**src/rtl/trng_uart_rx.sv**
```systemverilog
// UART receiver for the TRNG serial stream: 8N1, LSB first, with a one-entry valid/ready holding register.
// Define TRNG_UART_RX_PARITY_EN for 8E1 framing with a parity_err pulse output.
module trng_uart_rx #(
    parameter int CLKS_PER_BIT = 434,
    parameter int SYNC_STAGES  = 2
) (
    input  logic       clk,
    input  logic       rst_n,
    input  logic       rx,
    output logic [7:0] rx_data,
    output logic       rx_valid,
    input  logic       rx_ready,
    output logic       frame_err,
    output logic       overrun,
    input  logic       overrun_clr,
`ifdef TRNG_UART_RX_PARITY_EN
    output logic       parity_err,
`endif
    output logic       busy
);

    localparam int CNT_W = $clog2(CLKS_PER_BIT);
    localparam logic [CNT_W-1:0] HALF_LOAD = CNT_W'(CLKS_PER_BIT / 2 - 1);
    localparam logic [CNT_W-1:0] FULL_LOAD = CNT_W'(CLKS_PER_BIT - 1);

    typedef enum logic [2:0] {
        IDLE,
        START,
        DATA,
`ifdef TRNG_UART_RX_PARITY_EN
        PARITY,
`endif
        STOP,
        BREAK
    } state_t;

    state_t               state_q, state_d;
    logic [CNT_W-1:0]     cnt_q, cnt_d;
    logic [2:0]           idx_q, idx_d;
    logic [7:0]           shift_q, shift_d;
    logic [SYNC_STAGES-1:0] sync_q;
    logic                 rx_s;
    logic                 cnt_zero;
    logic                 byte_done;
    logic                 frame_hit;
`ifdef TRNG_UART_RX_PARITY_EN
    logic                 par_q, par_d;
    logic                 par_hit;
`endif

    // Flops preset to 1 so reset does not look like a start bit.
    always_ff @(posedge clk or negedge rst_n) begin
        if (!rst_n) sync_q <= '1;
        else        sync_q <= {sync_q[SYNC_STAGES-2:0], rx};
    end

    assign rx_s     = sync_q[SYNC_STAGES-1];
    assign cnt_zero = (cnt_q == '0);
    assign busy     = (state_q != IDLE);

    always_ff @(posedge clk or negedge rst_n) begin
        if (!rst_n) begin
            state_q <= IDLE;
            cnt_q   <= '0;
            idx_q   <= '0;
            shift_q <= '0;
`ifdef TRNG_UART_RX_PARITY_EN
            par_q   <= 1'b0;
`endif
        end else begin
            state_q <= state_d;
            cnt_q   <= cnt_d;
            idx_q   <= idx_d;
            shift_q <= shift_d;
`ifdef TRNG_UART_RX_PARITY_EN
            par_q   <= par_d;
`endif
        end
    end

    always_comb begin
        state_d   = state_q;
        cnt_d     = cnt_q;
        idx_d     = idx_q;
        shift_d   = shift_q;
        byte_done = 1'b0;
        frame_hit = 1'b0;
`ifdef TRNG_UART_RX_PARITY_EN
        par_d     = par_q;
        par_hit   = 1'b0;
`endif
        case (state_q)
            IDLE: begin
                if (!rx_s) begin
                    cnt_d   = HALF_LOAD;
                    state_d = START;
                end
            end
            START: begin
                if (!cnt_zero) begin
                    cnt_d = cnt_q - 1'b1;
                end else if (!rx_s) begin
                    state_d = DATA;
                    idx_d   = 3'd0;
                    cnt_d   = FULL_LOAD;
                end else begin
                    state_d = IDLE;
                end
            end
            DATA: begin
                if (!cnt_zero) begin
                    cnt_d = cnt_q - 1'b1;
                end else begin
                    shift_d[idx_q] = rx_s;
                    cnt_d          = FULL_LOAD;
                    idx_d          = idx_q + 3'd1;
                    if (idx_q == 3'd7) begin
`ifdef TRNG_UART_RX_PARITY_EN
                        state_d = PARITY;
`else
                        state_d = STOP;
`endif
                    end
                end
            end
`ifdef TRNG_UART_RX_PARITY_EN
            PARITY: begin
                if (!cnt_zero) begin
                    cnt_d = cnt_q - 1'b1;
                end else begin
                    par_d   = rx_s;
                    cnt_d   = FULL_LOAD;
                    state_d = STOP;
                end
            end
`endif
            STOP: begin
                if (!cnt_zero) begin
                    cnt_d = cnt_q - 1'b1;
                end else if (rx_s) begin
                    // Back to IDLE at mid-stop so a following start bit is not missed.
                    state_d = IDLE;
`ifdef TRNG_UART_RX_PARITY_EN
                    if (^{shift_q, par_q}) par_hit   = 1'b1;
                    else                   byte_done = 1'b1;
`else
                    byte_done = 1'b1;
`endif
                end else begin
                    frame_hit = 1'b1;
                    state_d   = BREAK;
                end
            end
            BREAK: begin
                if (rx_s) state_d = IDLE;
            end
            default: state_d = IDLE;
        endcase
    end

    always_ff @(posedge clk or negedge rst_n) begin
        if (!rst_n) begin
            rx_data   <= '0;
            rx_valid  <= 1'b0;
            overrun   <= 1'b0;
            frame_err <= 1'b0;
`ifdef TRNG_UART_RX_PARITY_EN
            parity_err <= 1'b0;
`endif
        end else begin
            frame_err <= frame_hit;
`ifdef TRNG_UART_RX_PARITY_EN
            parity_err <= par_hit;
`endif
            if (byte_done && (!rx_valid || rx_ready)) begin
                rx_data  <= shift_q;
                rx_valid <= 1'b1;
            end else if (rx_valid && rx_ready) begin
                rx_valid <= 1'b0;
            end
            // Set beats clear when both land in the same cycle.
            if (byte_done && rx_valid && !rx_ready) overrun <= 1'b1;
            else if (overrun_clr)                   overrun <= 1'b0;
        end
    end

endmodule

```
**config.mk**
```make
export PLATFORM = sky130hd
export DESIGN_NAME = trng_uart_rx
export DESIGN_NICKNAME = d
export VERILOG_FILES = /design/src/rtl/trng_uart_rx.sv
export SDC_FILE = /design/constraint.sdc
export NUM_CORES = 1
export LEC_CHECK = 0
export ABC_AREA = 1
export BUFFER_PORTS_ARGS = -buffer_cell sky130_fd_sc_hd__buf_2
export CAP_MARGIN = 20
export CORE_MARGIN = 8
export CORE_UTILIZATION = 58
export DETAILED_ROUTE_END_ITERATION = 10
export PLACE_DENSITY_LB_ADDON = 0.25
export SYNTH_ARGS = -nofsm -noshare
export SYNTH_HDL_FRONTEND = slang
export SYNTH_SLANG_ARGS = --single-unit
```
**constraint.sdc**
```tcl
create_clock -name clk -period 2 [get_ports clk]
set_clock_uncertainty 0.1 [all_clocks]
set_input_delay 0.4 -clock clk [delete_from_list [all_inputs] [get_ports clk]]
set_output_delay 0.4 -clock clk [all_outputs]
set_load 0.01 [all_outputs]
```
After elaboration in Yosys (flattened, before gate mapping)
Cells that the tools add are included.

storage, ports and cells
  input port bits = 5
  memories = 0
  bits in writable memories = 0
  logic and storage cells = 78
  bits in read-only memories = 0
  latch bits = 0
  register bits = 36

operators by class
  mux-type cells = 32
  reductions and logical operators = 19
  bitwise operators = 0
  add/sub/neg operators = 2
  magnitude comparators = 2
  eq/ne operators = 14
  $mul = 0
  div/mod/pow operators = 0
  shifts and indexed selects = 0

operators by type and width
  operator                                                                             number
  9-bit two-way mux                                                                    5
  9-bit one-hot mux with 4 select lines                                                1
  3-bit two-way mux                                                                    10
  2-bit inequality test, second input constant                                         8
  3-bit one-hot mux with 5 select lines                                                1
  1-bit two-way mux                                                                    11
  9-bit zero test                                                                      1
  9-bit by 1-bit subtractor with 9-bit output, second input constant                   1
  8-bit bitwise mux                                                                    1
  4-bit AND reduction                                                                  2
  3-bit by 2-bit equality test with 1-bit output, second input constant                2
  3-bit equality test, second input constant                                           2
  3-bit one-hot mux with 2 select lines                                                1
  6-bit AND reduction                                                                  1
  2-bit nonzero test                                                                   3
  1-bit logical AND                                                                    5
  3-bit by 4-bit < comparator with 1-bit output, second input constant                 1
  4-bit nonzero test                                                                   1
  3-bit by 1-bit adder with 3-bit output, second input constant                        1
  1-bit demux with 3-bit select                                                        1
  3-bit by 1-bit equality test with 1-bit output, second input constant                1
  3-bit by 1-bit greater-or-equal comparator with 1-bit output, second input constant  1
  3-bit zero test                                                                      1
  3-bit inequality test, second input constant                                         1
  5 further kinds                                                                      6

Logic depth before layout (Yosys ltp)
Gate-level depths: netlist of the first run.

  depth after elaboration = 6
  depth in mapped cells = 9
  depth with buffers taken out = 9

Least setup slack after synthesis of the first run
OpenSTA, ideal clock, no wires.

  kind = register to register
  start = register cnt_q[0]
  end = register shift_q[1]
  arrival time = 1441 ps
  setup slack = 393 ps
  clock period less this slack = 1607 ps
  cell stages (with the launch flop) = 10
  cells stage by stage = dfrtp_1 inv_1 ha_1 nand2_4 nor2_8 nand2_4 nor2_8 buf_6 nand4_1 nand2_1

on the way
  cells in the longest elaborated chain, start to end = 2

RTL lines
  element                               line  text
  from (decl)                           38    logic [CNT_W-1:0] cnt_q, cnt_d;
  from (signal assigned)                72    cnt_q <= cnt_d;
  9-bit zero test                       58    assign cnt_zero = (cnt_q == '0);
  2-bit AND reduction (no source line)  -
  to (signal assigned)                  74    shift_q <= shift_d;
  to (decl)                             40    logic [7:0] shift_q, shift_d;

No other way between the ends.
A chain may end at the register's enable or synchronous reset.

Final worst setup path of the first run
  start = register cnt_q[0]
  end = register cnt_q[7]

on the way
  cells in the longest elaborated chain, start to end = 3

RTL lines
  element                                                                         line  text
  9-bit by 1-bit subtractor with 9-bit output or 9-bit zero test (tied branches)  -
  9-bit two-way mux, or another cell as far along                                 138   if (!cnt_zero) begin
  9-bit one-hot mux with 4 select lines or 4-bit AND reduction (tied branches)    -

Parallel ways exist; a longest one is shown, timed or not. The select of a mux whose other input is x is not followed.

==> impl_metrics.ini, run 1 <==
[layout]
post-route-util_pct = 69.9
fillers = 244
area_growth_pct = 14.7
diodes = 0
fin_nets = 262
drive_gt1_share_pct = 16.5

[critical_path]
critical_path_required_ns = 2.14
startpoint_type = register
worstReg2RegStart = cnt_q[0]
cp.arrival_ns = 1.98
startpoint = cnt_q[0]
criticalPathCategory = reg -> reg
endpoint_kind = register
timing.rr.end = cnt_q[7]
endpoint = cnt_q[7]
r2r_cells = 9
crit_fanout = 8
r2r_slack_ns = 0.17

[floorplanning]
die_w_um = 72.4
rows = 20
die_area_um2 = 5240
core-area_um2 = 3030
start_util_pct = 60.9
io_pins = 17
fp.dieH_um = 72.4

[timing]
fmax_ghz = 0.546
worst_pin_slew_ns = 0.433
finalSetupTns_ns = 0
slew_viol_final = 0
hold_viol_final = 0
setup_viol = 0
fin_crit_sh_pct = 91.6
relSlewSlack_pct = 71.1
rsz0062_at_grt = false
period_minus_slack_ns = 1.83

[global_routing]
grt-ovfl-total = 0
met1_usage_pct = 18.8
grt_pass1_vias = 1318
top_usage_layer = met2
met3_usage_pct = 5.37
grt_max_degree = 37
grt_pass1_wl_um = 6000
met2_usage_pct = 21.0
track_usage_pct = 14.5
antenna_found_initial = 0

[clock_network]
cts.clk_slew.worst_paths_ns = 0.11
insertion_delay_ns = 0.34
root_buffer = clkbuf_4
cts_buffer_depth = 2
cts_tree = yes
clock-sinks = 36
cts_buffers = 5
htree_levels = 2

[power_and_ir_drop]
p_leak_nw = 1.19
peakVddDrop_v = 0.000687
p_per_area_nw_per_um2 = 721

[min_path]
hold_class = in -> reg
hold_depth = 1

[synth]
syn_inst = 231
yosys.cell_types.count = 27
ys_seq_area_share_pct = 49.0
post_synth.cell_area_avg_um2 = 7.98
syn_nets = 239
syn_area_um2 = 1840
ys_warn_count = 0
synth_seq_cells = 36

[route]
drt_iter0_drc = 162
vias = 1515
postRouteWirelength_um = 3510
postRouteAntennaNets = 0
drc = 0
firstDrtPassIters = 4
post_drt_wl_per_cell_um = 11.7
vias_per_cell = 5.07

[placement]
place.detailed.hpwl_um = 2570
port_buffers = 16
gp_congestion = 0.877

[status]
outcome = complete, no violations

[job]
cap_violations = 0
registers in the layout, indices dropped and copies added, names as in the netlist:
register,cells
rx_valid,1
overrun,1
rx_data,8
cnt_q,9
sync_q,2
shift_q,8
frame_err,1
state_q,3
idx_q,3
repair_timing:
| item | 4_1_cts | 5_1_grt |
|---|---|---|
| hold endpoints to repair | 34 | 0 |
| resized for setup | 0 | 1 |
| setup buffers | 0 | 0 |
| endpoints found under the setup margin | 0 | 2 |
| hold buffers | 1 | 0 |
layer usage:
layer / vias up / share of wire (%) / routed length [µm]
li1: 796 / - / -
met1: 674 / 51 / 1780
met2: 37 / 41 / 1440
met3: 8 / 6.1 / 215
met4: 0 / 2.1 / 72
met5: - / 0 / 0
logic make-up (layout without fill, tap and decap cells):
family          count (synthesis)  in the layout  share of synthesized area [%]
buf+inv                        24             48                           5.49
simple gates                  151            151                           38.1
fa+ha+maj                       3              3                           2.04
flops                          36             36                           49.0
compound gates                 14             14                           4.00
xor+xnor                        3              3                           1.42
per-stage QoR:
step                total power [mW]  worst slack [ns]  area, µm²  hold WS, ns  cells
floorplan                      0.752             0.393       1840      0.00441    231
global placement               0.774             0.230       1980        0.251    290
detailed placement             0.774             0.142       1980        0.255    290
CTS                             1.54             0.121       2110       0.0326    299
global route                    1.57            0.0525       2120       0.0269    299
finish                          1.52             0.167       2120       0.0484    299
power by group:
group	switching [mW]	internal (mW)	leakage [nW]	total, mW
Sequential	0.000826	0.731	0.478	0.732
Clock	0.249	0.515	0.0654	0.764
Combinational	0.0209	0.00761	0.649	0.0285
cell usage after synthesis:
master    count  area share (%)
clkinv_1      1            0.20
nand2_2       1            0.34
dfrtp_1      34              46
nand2_1      92              19
or2_2         1            0.34
nand4_2       2             1.4
a21oi_1       3            0.81
nand2_4       2             1.2
o21ai_0       7             1.9
nand4_1       9             3.1
o31ai_1       1            0.41
ha_1          3             2.0
nor2_1       19             3.9
xor2_1        2            0.95
o22ai_1       1            0.34
nor2_4        2             1.2
nor2_8        2             2.2
o21ai_1       2            0.54
nand3_1      19             5.2
inv_1        18             3.7
inv_2         1            0.20
buf_2         3            0.81
buf_6         1            0.61
dfstp_2       2             2.8
xnor2_1       1            0.47
nor3_1        1            0.27
nor2_2        1            0.34
placed cells by master, fill, tap and decap left out, types with 2 or more instances in the layout:
cell | netlist | layout
a21oi_1 | 3 | 3
buf_2 | 3 | 16
buf_4 | 0 | 3
bufinv_16 | 0 | 3
clkbuf_4 | 0 | 5
dfrtp_1 | 34 | 34
dfstp_2 | 2 | 2
ha_1 | 3 | 2
inv_1 | 18 | 18
nand2_1 | 92 | 92
nand2_4 | 2 | 2
nand3_1 | 19 | 19
nand4_1 | 9 | 9
nand4_2 | 2 | 2
nor2_1 | 19 | 19
nor2_4 | 2 | 2
nor2_8 | 2 | 2
o21ai_0 | 7 | 7
o21ai_1 | 2 | 2
xor2_1 | 2 | 2
how the worst min path moves through the flow:
stage,from,to,slack [ns]
after floorplan,rst_n,cnt_q[0],0.004
after global placement,sync_q[0],sync_q[1],0.25
after detailed placement,sync_q[0],sync_q[1],0.25
after CTS,rx,sync_q[0],0.03
after global routing,rx,sync_q[0],0.03
final,rx,sync_q[0],0.05
layout make-up:
| cell class | count | area [µm²] | share of cell area, % |
|---|---|---|---|
| Sequential cell | 36 | 903 | 42.7 |
| Timing Repair Buffer | 20 | 113 | 5.32 |
| Clock buffer | 5 | 37.5 | 1.77 |
| Multi-Input combinational cell | 171 | 842 | 39.8 |
| Clock inverter | 3 | 90.1 | 4.26 |
| Tap cell | 44 | 55.1 | 2.60 |
| Inverter | 20 | 75.1 | 3.55 |
critical path, cell delays in order (launching register included):
cell	delay (ns)
dfrtp_1	0.39
inv_1	0.11
ha_2	0.26
nand2_4	0.10
nor2_8	0.16
nand3_1	0.08
nand2_1	0.23
inv_1	0.15
o21ai_0	0.10
nand2_1	0.06
(Power assumes the default switching activity.)
==> inputs of run 2 (changes only) <==
--- a/config.mk
+++ b/config.mk
@@ -11,7 +11,8 @@
 export CORE_MARGIN = 8
 export CORE_UTILIZATION = 58
 export DETAILED_ROUTE_END_ITERATION = 10
-export PLACE_DENSITY_LB_ADDON = 0.25
+export PLACE_DENSITY = 0.78
+export SLEW_MARGIN = 20
 export SYNTH_ARGS = -nofsm -noshare
 export SYNTH_HDL_FRONTEND = slang
 export SYNTH_SLANG_ARGS = --single-unit
==> run 2 against run 1 <==
Clock power decreased by 34%. Register-to-register slack about the same. Maximum frequency decreased by 0.55%. Critical path depth unchanged. Via count decreased by 0.59%. Routed wire length increased by 1.6%. First-iteration DRC count decreased by 17%.
==> impl_metrics.ini, run 2 (synthesis gave the netlist of run 1 again) <==
[status]
outcome = complete, no violations

[clock_network]
htree_levels = 2
insertion_delay_ns = 0.35
root_buffer = clkbuf_4
cts_buffers = 5
cts_buffer_depth = 2
cts_tree = yes
clock-sinks = 36
cts.clk_slew.worst_paths_ns = 0.11

[floorplanning]
rows = 20
core-area_um2 = 3030
fp.dieH_um = 72.4
io_pins = 17
die_area_um2 = 5240
die_w_um = 72.4
start_util_pct = 60.9

[layout]
final_area_um2 = 2070
layout_common_cells = nand2_1 (92), dfrtp_1 (34), nor2_1 (19), nand3_1 (19), inv_1 (18)
top_regs = cnt_q: 9 flops, rx_data: 8 flops, shift_q: 8 flops
post-route-util_pct = 68.3
fillers = 271
drive_gt1_share_pct = 16.5
multi_input_area_um2 = 842
largest_reg_flops = 9
area_growth_pct = 12.1
top_register = cnt_q
fin_nets = 262
final_common_cell = nand2_1
seq_area_um2 = 903
diodes = 0

[critical_path]
path_delay_family = simple AND/OR/NAND/NOR gates
cp_cell_sequence = inv_1 > ha_2 > nand2_4 > nor2_8 > nand2_4 > inv_2 > nand4_2 > nand2_1 > nand2_1
critical-path-max-stage-delay_ns = 0.40
path_depth = 9
crit_fanout = 8
slowest_stage = dfrtp_1
startpoint_type = register
critical_path_required_ns = 2.14
criticalPathCategory = reg -> reg
critPathBufInv = 2
cp.arrival_ns = 1.98
endpoint_kind = register
r2r_cells = 9

[power_and_ir_drop]
peakVddDrop_v = 0.000363
p_per_area_nw_per_um2 = 611
p_leak_nw = 1.17

[global_routing]
grt_pass1_vias = 1458
track_usage_pct = 15.4
antenna_found_initial = 0
grt_max_degree = 37
grt-ovfl-total = 0
grt_pass1_wl_um = 6370

[min_path]
hold_class = in -> reg
hold_depth = 1

[route]
postRouteAntennaNets = 0
drt_iter0_drc = 134
vias = 1506
post_drt_wl_per_cell_um = 11.9
vias_per_cell = 5.04
firstDrtPassIters = 4
postRouteWirelength_um = 3570
drc = 0

[timing]
hold_viol_final = 0
fin_hold_ws_ns = 0.0421
slew_viol_final = 0
fin_crit_sh_pct = 92.2
period_minus_slack_ns = 1.84
relSlewSlack_pct = 71.3
worst_pin_slew_ns = 0.430
fmax_ghz = 0.543
fin_ws_ns = 0.157
setup_viol = 0
finalSetupTns_ns = 0
rsz0062_at_grt = false

[placement]
port_buffers = 16
gp_congestion = 0.873
place.detailed.hpwl_um = 2560
pre_cts_slack_ns = 0.136
placed_area_um2 = 1980

[job]
cap_violations = 0
[run 2: report_power, final]
part,internal (mW),switching [mW]
logic,0.00759,0.0204
registers,0.731,0.000885
clock network,0.260,0.244
total,0.999,0.265
[run 2: cell type report]
cell class / count / area share (%)
inverters: 20 / 3.63
flip-flops and latches: 36 / 43.7
well taps: 44 / 2.66
clock buffers: 5 / 1.81
multi-input cells: 171 / 40.7
clock inverters: 3 / 2.06
repair buffers: 20 / 5.44
[run 2: final timing paths]
| kind | to | slack, ns | from |
|---|---|---|---|
| max reg2reg | rx_data[1] | 0.16 | cnt_q[0] |
| min in group asynchronous | state_q[0] | 0.50 | rst_n |
| min | sync_q[0] | 0.04 | rx |
| min reg2reg | sync_q[1] | 0.27 | sync_q[0] |
| max | rx_data[1] | 0.16 | cnt_q[0] |
| max in group asynchronous | sync_q[0] | 0.97 | rst_n |
[run 2: layer usage]
layer  vias up  track usage, %  share of wire (%)
met5         -               0                  0
met4         0            8.89                2.3
met3         8            3.72                5.8
met2        36            23.0                 44
met1       677            19.9                 48
li1        785               -                  -
[run 2: metrics by stage]
stage	total power, mW	cells
finish	1.26	299
floorplan	0.752	231
CTS	1.28	299
global placement	0.774	290
global route	1.30	299
detailed placement	0.774	290
[run 2: timing repair]
item                                    4_1_cts  5_1_grt
hold buffers                                  1        0
gates resized for setup                       0        1
endpoints found under the setup margin        0        1
endpoints found under the hold margin        34        0
setup buffers                                 0        0
